$ cat src/rtl/clkdiv_meter.sv
// -----------------------------------------------------------------------------
// clkdiv_meter
//
// Measures the period and high time of an asynchronous divided-clock signal,
// counted in cycles of clk. One measurement runs per start request. The result
// is offered with a valid/ready handshake and then held until the next capture.
//
// Measurement sequence:
//   IDLE --start--> ARM --rise--> MEAS --rise or saturation--> HOLD
//   HOLD --meas_valid & meas_ready--> IDLE
//
// Parameters:
//   CNT_W        width of the period/high-time counters and results
//   SYNC_STAGES  synchronizer depth on sig_in (2..4)
//
// Ports:
//   clk         single clock for all logic
//   rst         synchronous, active-high reset
//   sig_in      asynchronous signal under measurement
//   start       one-cycle request to begin a measurement (honoured in IDLE only)
//   meas_ready  consumer accepts the result while meas_valid is high
//   busy        high while a measurement is armed or running (ARM, MEAS)
//   meas_valid  result available (HOLD)
//   period      measured period, in clk cycles
//   high_time   measured high time, in clk cycles
//   overflow    period counter saturated; period is not a real measurement
// -----------------------------------------------------------------------------
module clkdiv_meter #(
  parameter int CNT_W       = 16,
  parameter int SYNC_STAGES = 2
) (
  input  logic             clk,
  input  logic             rst,
  input  logic             sig_in,
  input  logic             start,
  input  logic             meas_ready,
  output logic             busy,
  output logic             meas_valid,
  output logic [CNT_W-1:0] period,
  output logic [CNT_W-1:0] high_time,
  output logic             overflow
);

  if (SYNC_STAGES < 2 || SYNC_STAGES > 4) begin : g_bad_sync_stages
    $error("clkdiv_meter: SYNC_STAGES must be in 2..4");
  end

  typedef enum logic [1:0] {
    IDLE = 2'd0,
    ARM  = 2'd1,
    MEAS = 2'd2,
    HOLD = 2'd3
  } state_t;

  localparam logic [CNT_W-1:0] CNT_MAX = '1;
  localparam logic [CNT_W-1:0] CNT_ONE = CNT_W'(1);

  // ---------------------------------------------------------------------------
  // Input synchronizer, delay flop and rise detector
  // ---------------------------------------------------------------------------
  logic [SYNC_STAGES-1:0] sync_q,     sync_d;
  logic                   sync_dly_q, sync_dly_d;
  logic                   rise_q,     rise_d;

  // sync_q[0] is the first (possibly metastable) stage; the synchronized level
  // is the last stage. The rise pulse is registered so the FSM sees it aligned
  // with sync_dly_q, which is then the level that belongs to the same cycle.
  always_comb begin
    sync_d     = {sync_q[SYNC_STAGES-2:0], sig_in};
    sync_dly_d = sync_q[SYNC_STAGES-1];
    rise_d     = sync_q[SYNC_STAGES-1] & ~sync_dly_q;
  end

  // ---------------------------------------------------------------------------
  // Measurement FSM and counters
  // ---------------------------------------------------------------------------
  state_t           state_q,      state_d;
  logic [CNT_W-1:0] period_cnt_q, period_cnt_d;
  logic [CNT_W-1:0] high_cnt_q,   high_cnt_d;
  logic [CNT_W-1:0] period_q,     period_d;
  logic [CNT_W-1:0] high_time_q,  high_time_d;
  logic             overflow_q,   overflow_d;
  logic             busy_q,       busy_d;
  logic             meas_valid_q, meas_valid_d;

  always_comb begin
    // NOTE: every signal driven here gets a default first; a path that leaves
    // one unassigned would infer a latch instead of simply holding the flop.
    state_d      = state_q;
    period_cnt_d = period_cnt_q;
    high_cnt_d   = high_cnt_q;
    period_d     = period_q;
    high_time_d  = high_time_q;
    overflow_d   = overflow_q;

    unique case (state_q)
      IDLE: begin
        if (start) begin
          state_d = ARM;
        end
      end

      // Counters stay frozen while waiting for the first edge; there is no
      // timeout, so a stuck-low or stuck-high input parks the meter here.
      ARM: begin
        if (rise_q) begin
          state_d      = MEAS;
          period_cnt_d = CNT_ONE;
          high_cnt_d   = CNT_ONE;
        end
      end

      // A rise always wins over saturation, so a period of exactly CNT_MAX is
      // reported as a clean measurement rather than an overflow.
      MEAS: begin
        if (rise_q) begin
          state_d     = HOLD;
          period_d    = period_cnt_q;
          high_time_d = high_cnt_q;
          overflow_d  = 1'b0;
        end else if (period_cnt_q == CNT_MAX) begin
          state_d     = HOLD;
          period_d    = CNT_MAX;
          high_time_d = high_cnt_q;
          overflow_d  = 1'b1;
        end else begin
          // high_cnt never exceeds period_cnt, so neither counter can wrap.
          period_cnt_d = period_cnt_q + CNT_ONE;
          if (sync_dly_q) begin
            high_cnt_d = high_cnt_q + CNT_ONE;
          end
        end
      end

      HOLD: begin
        if (meas_valid_q && meas_ready) begin
          state_d = IDLE;
        end
      end

      default: begin
        state_d = IDLE;
      end
    endcase

    // Status outputs are registered from the next state so they line up
    // exactly with the state register, without a cycle of lag.
    busy_d       = (state_d == ARM) || (state_d == MEAS);
    meas_valid_d = (state_d == HOLD);
  end

  // ---------------------------------------------------------------------------
  // State registers
  // ---------------------------------------------------------------------------
  // NOTE: sequential state uses non-blocking assignments so every flop samples
  // the pre-edge value of every other flop, independent of statement order.
  always_ff @(posedge clk) begin
    if (rst) begin
      sync_q       <= '0;
      sync_dly_q   <= 1'b0;
      rise_q       <= 1'b0;
      state_q      <= IDLE;
      period_cnt_q <= '0;
      high_cnt_q   <= '0;
      period_q     <= '0;
      high_time_q  <= '0;
      overflow_q   <= 1'b0;
      busy_q       <= 1'b0;
      meas_valid_q <= 1'b0;
    end else begin
      sync_q       <= sync_d;
      sync_dly_q   <= sync_dly_d;
      rise_q       <= rise_d;
      state_q      <= state_d;
      period_cnt_q <= period_cnt_d;
      high_cnt_q   <= high_cnt_d;
      period_q     <= period_d;
      high_time_q  <= high_time_d;
      overflow_q   <= overflow_d;
      busy_q       <= busy_d;
      meas_valid_q <= meas_valid_d;
    end
  end

  assign busy       = busy_q;
  assign meas_valid = meas_valid_q;
  assign period     = period_q;
  assign high_time  = high_time_q;
  assign overflow   = overflow_q;

endmodule

$ cat config.mk
export PLATFORM = sky130hd
export DESIGN_NAME = clkdiv_meter
export DESIGN_NICKNAME = d
export VERILOG_FILES = /design/src/rtl/clkdiv_meter.sv
export SDC_FILE = /design/constraint.sdc
export NUM_CORES = 1
export LEC_CHECK = 0
export CAP_MARGIN = 40
export CORE_MARGIN = 4
export CORE_UTILIZATION = 40
export CTS_CLUSTER_DIAMETER = 120
export CTS_CLUSTER_SIZE = 20
export DETAILED_ROUTE_END_ITERATION = 7
export GPL_TIMING_DRIVEN = 0
export PLACE_DENSITY_LB_ADDON = 0.08
export SKIP_CTS_REPAIR_TIMING = 1
export SYNTH_ARGS = -nofsm -noshare
export SYNTH_HDL_FRONTEND = slang
export SYNTH_SLANG_ARGS = --single-unit
$ cat constraint.sdc
create_clock -name clk -period 2.3 [get_ports clk]
set_input_delay 0.46 -clock clk [delete_from_list [all_inputs] [get_ports clk]]
set_output_delay 0.46 -clock clk [all_outputs]
set_load 0.1 [all_outputs]
# Word level (Yosys, flattened, before mapping)
# Cells that the tools add are included.
# op_classes
eq_ne	11
bitwise	2
add_sub_neg	2
mux	20
n_reduce_logical	8
# op_table
op	count
$mux 16	10
$pmux 16 s2	2
$add 16x1->16 const B	2
$eq 16x16->1 const B	1
$mux 2	5
$eq 2x2->1 const B	4
$ne 2x2->1 const B	4
$pmux 2 s4	1
$reduce_and 5->1	1
$eq 2x1->1 const B	2
$reduce_and 4->1	1
$reduce_bool 2->1	2
$logic_not 2->1	1
$mux 1	2
$reduce_and 2->1	1
$and 1x1->1	1
$logic_and 1x1->1	1
$logic_or 1x1->1	1
$not 1->1	1
# word_totals
regBits	73
wordCells	54

# Depth between registers and ports, before layout
# depth
ltp_word	6
ltp_mapped	8

# Worst setup path after synthesis
# Ideal clock, no wire load.
# synth_path
path_kind	reg2reg
from	register period_cnt_q[0]
to	register busy_q (netlist: busy)
path_buffers	0
stages_incl_launch_ff	8
period_less_slack_ns	2.072
t_required_ns	2.172
arrival_ns	1.945
path_slack_ns	0.228
path_cell_list	dfxtp_1 > ha_1 > nand4_4 > nor4_4 > nor3b_1 > o31ai_1 > ha_1 > nor2b_1
# synth_via
elab_chain_cells	6
elab_cells_between_ends	7
cone_classes	eq/ne (3); mux (3); reduce/logical (1)
# synth_rtl
item	line	rtl
start, declared	78	logic [CNT_W-1:0] period_cnt_q, period_cnt_d;
start signal, assigned	175	period_cnt_q <= period_cnt_d;
$eq 16x16->1 *	121	end else if (period_cnt_q == CNT_MAX) begin
$mux 2 *	121	
$mux 2 *	116	if (rise_q) begin
$pmux 2 s4 *	96	unique case (state_q)
via state_d[0]	77	state_t state_q, state_d;
$eq 2x1->1 / $eq 2x2->1 (equally long branches)	148	busy_d = (state_d == ARM) || (state_d == MEAS);
$logic_or 1x1->1 *	148	
via busy_d	83	logic busy_q, busy_d;
end signal, assigned	180	busy_q <= busy_d;
end, declared	83	
# The timed path passes the listed nets; every way through them passes the cells marked *.
# A chain may end at the register's enable or synchronous reset.

# Worst setup path in the final report
# Same ends and word-level chain as after synthesis.

==> qor.yml <==
routabilityCongestion: 0.802
final.setup.tns_ps: 0
outcome: "finished, final reports clean"
die_y_microns: 97.8
r2r_slack_ps: 140
leakagePower_nw: 1.55
nets: 468
grt-ovfl-total: 0
firstDrtPassIters: 4
wl_met1_microns: 4120
crit_path_top_delay_cell: "dfxtp_1"
synthFlopType: "dfxtp_1"
layout_min_cycle_time_ps: 2160
power.density_mw_per_mm2: 529
cap_violations: 0
relSlewSlack_pct: 47.4
min_to: "sync_q[1]"
drt_wl_total_microns: 8080
crit-reg2reg-launch: "period_cnt_q[0]"
rsz0062_at_grt: "false"
wl_met3_microns: 232
setup_viol: 0
worstPathCellList: "ha_1 -> nand4_4 -> nor4_4 -> buf_4 -> nor3b_1 -> o31ai_1 -> ha_1 -> nor2b_1"
ys_ff_latch: 73
route.met2.wl_microns: 3660
clk_latency_ps: 330
synth_edf_count: 0
worstSetupEndpointType: "register"
path_delay_family: "adder cells"
grt_usage_pct: 17.4
dr_total_vias: 2943
slew_violations: 0
finalPower_mw: 2.37
synth_area_sq_mm: 0.00323
cts_tree: "yes"
start_kind: "register"
syn2layout_area_growth_pct: 39.1
htree_levels: 3
clkTransAtPathRegs_ps: 70
synth_top_family_by_area: "simple AND/OR/NAND/NOR gates"
period_share_pct: 94.0
coreArea_sq_mm: 0.00777
whs_path_depth: 1
ys_warn_count: 0
tightestPinTransition_ps: 781
synth_cells: 373
synthTopCellsByArea: "dfxtp_1 45%, a21oi_1 6.2%, nand2_1 5.7%, a311oi_1 4.6%, nor2_1 4.2%"
port-buffer-count: 38
antenna_cells: 0
die_width_microns: 97.8
worstPathMaxFanout: 7
yosysUniqueCellTypes: 56
seq_area_frac_synth_pct: 45.3
initial_core_util_pct: 41.5
synthMuxAreaShare_pct: 0.310
synthAdderAreaFrac_pct: 1.16
grt_max_degree: 12
vias_per_cell: 5.19
dp_cells: 549
io_pins: 40
fin_ws_ps: 138
cts_buffer_depth: 2
synth-simple-area-share_pct: 23.5
ys_async_sr_fraction_pct: 0
synth_compound_area_share_pct: 21.7
required_ps: 2510
critPathMostFrequentCell: "ha_1"
reg2reg_depth: 8
drive_gt1_share_pct: 16.6
layout.cells.non_filler: 567
detail-route-antenna-nets: 0
clock_skew_ps: 6.34
worst_ep_arrival_time_ps: 2370
vdd_drop_max_mv: 0.404
yosysMostFrequentCell: "dfxtp_1"
grt_first_pass_wirelength_microns: 13600
drt_iter0_markers: 144
dp_hpwl_microns: 5790
synth_fp_nets: 381
reg2reg_to: "busy"
finalHoldViolations: 0
root_buffer: "clkbuf_8"
cts.sinks: 73
crit_type: "reg -> reg"
cts_made_buffers: 9
synthTopCellsByCount: "73 x dfxtp_1, 49 x nand2_1, 40 x a21oi_1"
fmax_mhz: 463
preCtsSetupSlack_ps: -68.5
min_from: "sync_q[0]"
synth.avg_cell_area_sq_um: 8.65
grt_pass1_vias: 2771
antenna_found_initial: 0
drc: 0
rows: 32
synth_top_area_share_pct: 45.3
max_stage_delay_ps: 390
path_buf_inv: 1
yosys.area.top_type: "dfxtp_1"
die-area_sq_mm: 0.00956
wl_per_cell_microns: 14.2
synthXorXnorAreaFrac_pct: 2.17
hold_class: "reg -> reg"
top_layer_used: "met4"
where the power goes:
| group | leakage (nW) | total (mW) | switching [mW] | internal, mW |
|---|---|---|---|---|
| sequential | 0.589 | 1.28 | 0.00470 | 1.27 |
| clock | 0.0974 | 0.987 | 0.457 | 0.530 |
| combinational | 0.865 | 0.109 | 0.0724 | 0.0364 |
| total | 1.55 | 2.37 | 0.534 | 1.84 |
layout make-up:
cell class / instances / area [sq um]
flip-flops and latches: 73 / 1460
repair buffers: 76 / 938
well taps: 102 / 128
clock buffers: 13 / 149
clock inverters: 3 / 40.0
fillers: 713 / 3280
multi-input cells: 259 / 1580
inverters: 18 / 67.6
plain buffers: 23 / 120
sequential cells by signal, indices dropped and copies added, names as in the netlist, 2 cells and up:
signal        count
high_time        16
period           16
high_cnt_q       16
state_q           2
sync_q            2
period_cnt_q     16
metrics by stage:
step / area (sq um) / utilization (%) / hold WS [ps]
floorplan: 3230 / - / 405
global placement: 3730 / 48.1 / 420
detailed placement: 4280 / 55.1 / 429
CTS: 4470 / 57.5 / 447
global route: 4490 / 57.8 / 472
finish: 4490 / 57.8 / 445
worst max-delay path by stage:
| stage | from | end | slack (ps) | depth (start not counted) |
|---|---|---|---|---|
| after CTS | period_cnt_q[0] | busy | -100 | 7 |
| after detailed placement | period_cnt_q[0] | busy | -70 | 7 |
| after floorplan | period_cnt_q[0] | busy | 230 | 7 |
| after global placement | period_cnt_q[0] | busy | -110 | 7 |
| final | period_cnt_q[0] | busy | 140 | 8 |
| after global routing | period_cnt_q[0] | busy | 6 | 8 |
kinds of logic (layout without fill, tap and decap cells):
group | after synthesis | after routing
simple gates | 147 | 147
compound gates | 100 | 100
flops | 73 | 73
buf+inv | 41 | 133
xor+xnor | 8 | 8
fa+ha+maj | 3 | 3
mux | 1 | 1
routing by layer:
| metal | vias to the layer above | GRT usage (%) |
|---|---|---|
| li1 | 1507 | - |
| met1 | 1394 | 24.7 |
| met2 | 38 | 26.6 |
| met3 | 4 | 3.00 |
| met4 | 0 | 6.07 |
| met5 | - | 0 |
cells in the final DEF (no fill, tap or decap), types with 4 or more instances in the layout:
cell / instances
dfxtp_1: 73
a21oi_1: 40
clkdlybuf4s50_1: 38
clkbuf_1: 16
nand2_1: 49
nor2_1: 35
buf_8: 34
nor3_1: 5
nand3_1: 12
inv_1: 18
clkbuf_8: 10
or3_1: 6
o21ai_0: 10
buf_4: 6
a311oi_1: 17
a211oi_1: 4
and3_1: 5
a31oi_1: 5
nor2b_1: 7
xnor2_1: 7
a41oi_1: 5
nand4_1: 4
Power figures use the tool's default switching activity.
==> RTL change 1, RTL diff (same flow settings) <==
Reset style: asynchronous (`rst`), changed in one clocked block. Comments in the files are not updated.
--- a/src/rtl/clkdiv_meter.sv
+++ b/src/rtl/clkdiv_meter.sv
@@ -154,7 +154,7 @@
   // ---------------------------------------------------------------------------
   // NOTE: sequential state uses non-blocking assignments so every flop samples
   // the pre-edge value of every other flop, independent of statement order.
-  always_ff @(posedge clk) begin
+  always_ff @(posedge clk or posedge rst) begin
     if (rst) begin
       sync_q       <= '0;
       sync_dly_q   <= 1'b0;
Formal check against the unedited RTL: differs if rst is asserted again (counterexample within 4 cycles, from zero or initial values and one cycle with rst high); with rst held inactive, the same outputs for 10 cycles.
==> RTL change 1 against the original RTL <==
- fmax down 1.1%
- hold slack worse by 0.085 ns
- setup slack worse by 0.024 ns
- synthesized area up 7.0%
- sequential cell count unchanged
- via count down 6.7%
- sequential share of layout area up 5.4 points
- design area up 7.4%
- routed wire length down 3.8%
- die area up 6.4%
- highest routed layer unchanged
Power is not compared: it rests on default switching activity, and its combinational part moved more than twofold at a synthesized area within 25%.
==> RTL change 1: results (changes against the original RTL) <==
[yosys]
synth_area_leaders=dfrtp_1 53%, mux2_2 10%, nand2b_1 3.3%
synth_nets=326  ; -14%
synth_cell_types=49  ; -13%
async_flop_share=1.00  ; +1.00
syn-instance-count=318  ; -15%
seq_area_frac_synth=0.529  ; +0.0761
yosys_warnings=0  ; unchanged
yosys-top-cells-count=73 x dfrtp_1, 31 x mux2_2, 27 x nand2_1, 18 x nand2b_1, 17 x nand3_1

[power_and_ir_drop]
power.switching_mw=2.54
p_leak_nw=2.09
pg_seq_mw=1.72

[route]
wl_um=7770  ; -3.8%
drt-initial-drc-count=124  ; -14%
viasPerCell=5.30  ; +2.2%
wl_per_cell_um=15.0  ; +5.3%

[layout]
layout-drive-gt1-share=0.266  ; +0.101
regArea_mm2=0.00183  ; +25%
antennaDiodeCount=0  ; unchanged
final_nets=416  ; -11%
fill_cells=709  ; -0.56%

[worst_setup_path]
path_max_fanout=10  ; +3
rr_endpoint=period[3]
cp-end-kind=register
rrSetupSlack_ns=0.11  ; -0.02 ns
startpoint=period_cnt_q[0]
crit_arrival_ns=2.41  ; +0.04 ns
max_stage_delay_ns=0.42  ; +0.03 ns
critical_path.top_delay_family=simple AND/OR/NAND/NOR gates
cp_slowest_cell=dfrtp_2

[clock_network]
cts_root_buf=clkbuf_8
clockBufferDepth=2  ; unchanged
numCtsBuffers=9  ; unchanged
clkTransAtPathRegs_ns=0.07  ; about the same
clock_latency_ns=0.35  ; +0.02 ns

[worst_hold_path]
min_to=sync_q[1]
whs_path_depth=0  ; -1
min-delay-start=sync_q[0]

[placement]
gp_congestion=0.791  ; -1.3%
io_buffers=39  ; +2.6%
hpwl_um=5450  ; -5.9%
placed_cells=499  ; -9.1%
dp_slack_ns=-0.0108  ; +0.0577 ns
dpl_cell_area_mm2=0.00454  ; +6.2%

[sta]
fin_crit_ns=2.19  ; +0.0237 ns
timing.hold.ws_ns=0.360  ; -0.0846 ns
worst_pin_slew_ns=0.626  ; -0.156 ns
fin_skew_ns=0.0121  ; +0.00573 ns

[grt]
use_met1=0.258  ; +0.0103
grt_usage=0.170  ; -0.00409
grt_use_met2=0.237  ; -0.0292
first_global_vias=2656  ; -4.2%
grt_pass1_wl_um=13700  ; +0.56%
gr-usage-met3=0.0339  ; +0.00391
antenna_found_initial=0  ; unchanged
grt_max_degree=37  ; +25

[status]
status=finished, final reports clean

RTL change 1: cell type report:
cell class / count / share of cell area
Sequential cell: 73 / 0.379
Multi-Input combinational cell: 228 / 0.318
Timing Repair Buffer: 79 / 0.203
Clock buffer: 10 / 0.0286
Tap cell: 105 / 0.0273
Clock inverter: 6 / 0.0218
Buffer: 16 / 0.0200
Inverter: 1 / 0.00156
RTL change 1: layer usage:
metal	up-vias	share of wire
li1	1346	-
met1	1327	0.51
met2	62	0.43
met3	12	0.047
met4	0	0.017
met5	-	0
RTL change 1: kinds of logic after synthesis:
| kind of cell | Yosys count | share of synthesized area |
|---|---|---|
| and+or+nand+nor | 135 | 0.213 |
| buffers and inverters | 17 | 0.0279 |
| xor gates and xnor gates | 4 | 0.0101 |
| AOI/OAI and AO/OA | 53 | 0.102 |
| DFF | 73 | 0.529 |
| muxes | 33 | 0.107 |
| adders and majority gates | 3 | 0.0109 |
==> RTL change 2, RTL diff (same flow settings) <==
Without the edit above. The parameter `CNT_W` goes from 16 to 14.
--- a/src/rtl/clkdiv_meter.sv
+++ b/src/rtl/clkdiv_meter.sv
@@ -26,7 +26,7 @@
 //   overflow    period counter saturated; period is not a real measurement
 // -----------------------------------------------------------------------------
 module clkdiv_meter #(
-  parameter int CNT_W       = 16,
+  parameter int CNT_W       = 14,
   parameter int SYNC_STAGES = 2
 ) (
   input  logic             clk,
Ports: changed (resized high_time and period); port bits go from 40 to 36. No check against the original RTL was run, so the function may have changed too.
==> RTL change 2 against the original RTL <==
- power decreased by 7.1%
- non-clock buffer count decreased by 14
- sequential cell count decreased by 8
- design area decreased by 11%
- synthesized area decreased by 12%
- setup slack got worse by 0.0024 ns
- global-route usage decreased by 0.15 points
- routed wire length decreased by 14%
==> RTL change 2: results (changes against the original RTL) <==
[status]
status=finished, final reports clean

[route]
wl_per_cell_um=14.0  ; -1.6%
drt-initial-drc-count=87  ; -40%
routed-via-count=2498  ; -15%
first_pass_iters=4  ; unchanged

[yosys]
synth_xor_area_frac=0.0278  ; +0.00608
async_flop_share=0  ; unchanged
synthAdderAreaFrac=0.0132  ; +0.00160
seq_area_frac_synth=0.459  ; +0.00589
yosys-top-cells-count=65 x dfxtp_1, 40 x nand2_1, 31 x a21oi_1, 27 x nor2_1, 18 x nand3_1
synth_cell_types=43  ; -23%
synth-compound-area-share=0.195  ; -0.0222
yosys_warnings=0  ; unchanged
synth_edf_count=0  ; unchanged
muxShareOfSynthArea=0.0106  ; +0.00749
synth_nets=327  ; -14%
synth_area_leaders=dfxtp_1 46%, a311oi_2 6.4%, a21oi_1 5.5%

[grt]
first_global_vias=2464  ; -11%
grt_max_degree=11  ; -1
grt_pass1_wl_um=11700  ; -14%
grt_usage=0.172  ; -0.00146

[power_and_ir_drop]
power.switching_uw=489  ; -8.4%
p_leak_nw=1.41  ; -9.3%
ir_drop_v=0.000284  ; -30%

[sta]
maxSlewHeadroom=0.529  ; +0.0552
fin_skew_ns=0.00750  ; +0.00116 ns

[placement]
gp_congestion=0.855  ; +6.7%
dp_slack_ns=-0.131  ; -0.0620 ns
hpwl_um=5060  ; -13%
io_buffers=34  ; -11%

[worst_setup_path]
max_stage_delay_ns=0.42  ; +0.03 ns
start_kind=register
critical_path.top_delay_family=simple AND/OR/NAND/NOR gates

[layout]
layout-drive-gt1-share=0.197  ; +0.0314
final_nets=405  ; -13%
fill_cells=626  ; -12%

[clock_network]
numCtsBuffers=9  ; unchanged

[worst_hold_path]
min_path_type=reg2reg

## RTL change 2: metal layers
metal  GRT usage  up-vias  share of wire
li1            -     1283              -
met1       0.224     1159           0.47
met2       0.279       45           0.48
met3      0.0312       11          0.032
met4      0.0767        0          0.017
met5           0        -              0
## RTL change 2: through the flow
step / instances / hold slack (ns) / cell area, um2
5_1_grt: 497 / 0.475 / 4000
3_5_place_dp: 480 / 0.428 / 3760
4_1_cts: 495 / 0.444 / 3960
2_1_floorplan: 319 / 0.414 / 2840
3_3_place_gp: 449 / 0.423 / 3300
6_report: 497 / 0.444 / 4000
## RTL change 2: layout make-up
class / instances / area (um2) / area share
buffer: 18 / 105 / 0.0263
clock buffer: 12 / 155 / 0.0388
clock inverter: 3 / 40.0 / 0.0100
inverter: 17 / 63.8 / 0.0160
multi-input combinational: 219 / 1390 / 0.348
sequential: 65 / 1300 / 0.326
tap: 96 / 120 / 0.0301
timing repair buffer: 67 / 821 / 0.205
## RTL change 2: kinds of logic after synthesis
| kind of cell | after synthesis |
|---|---|
| AO/OA/AOI/OAI | 72 |
| adder cells (fa/ha/maj) | 3 |
| AND/OR/NAND/NOR | 132 |
| multiplexers | 3 |
| buffers and inverters | 35 |
| flip-flops | 65 |
| XOR/XNOR | 9 |
## RTL change 2: final timing paths
check / slack, ns / depth (start not counted) / end
worst min-delay path: 0.44 / 1 / sync_q[1]
worst min register to register: 0.44 / 1 / sync_q[1]
worst max register to register: 0.14 / 8 / busy
worst max-delay path: 0.14 / 8 / busy
## RTL change 2: power groups by stage
stage	Clock (mW)	Combinational [mW]	Sequential, mW
after floorplan	0	0.0435	1.18
final	0.973	0.0939	1.14
after detailed placement	0	0.0935	1.16
after global placement	0	0.0855	1.16
after global routing	1.05	0.102	1.14
after CTS	0.994	0.0931	1.14
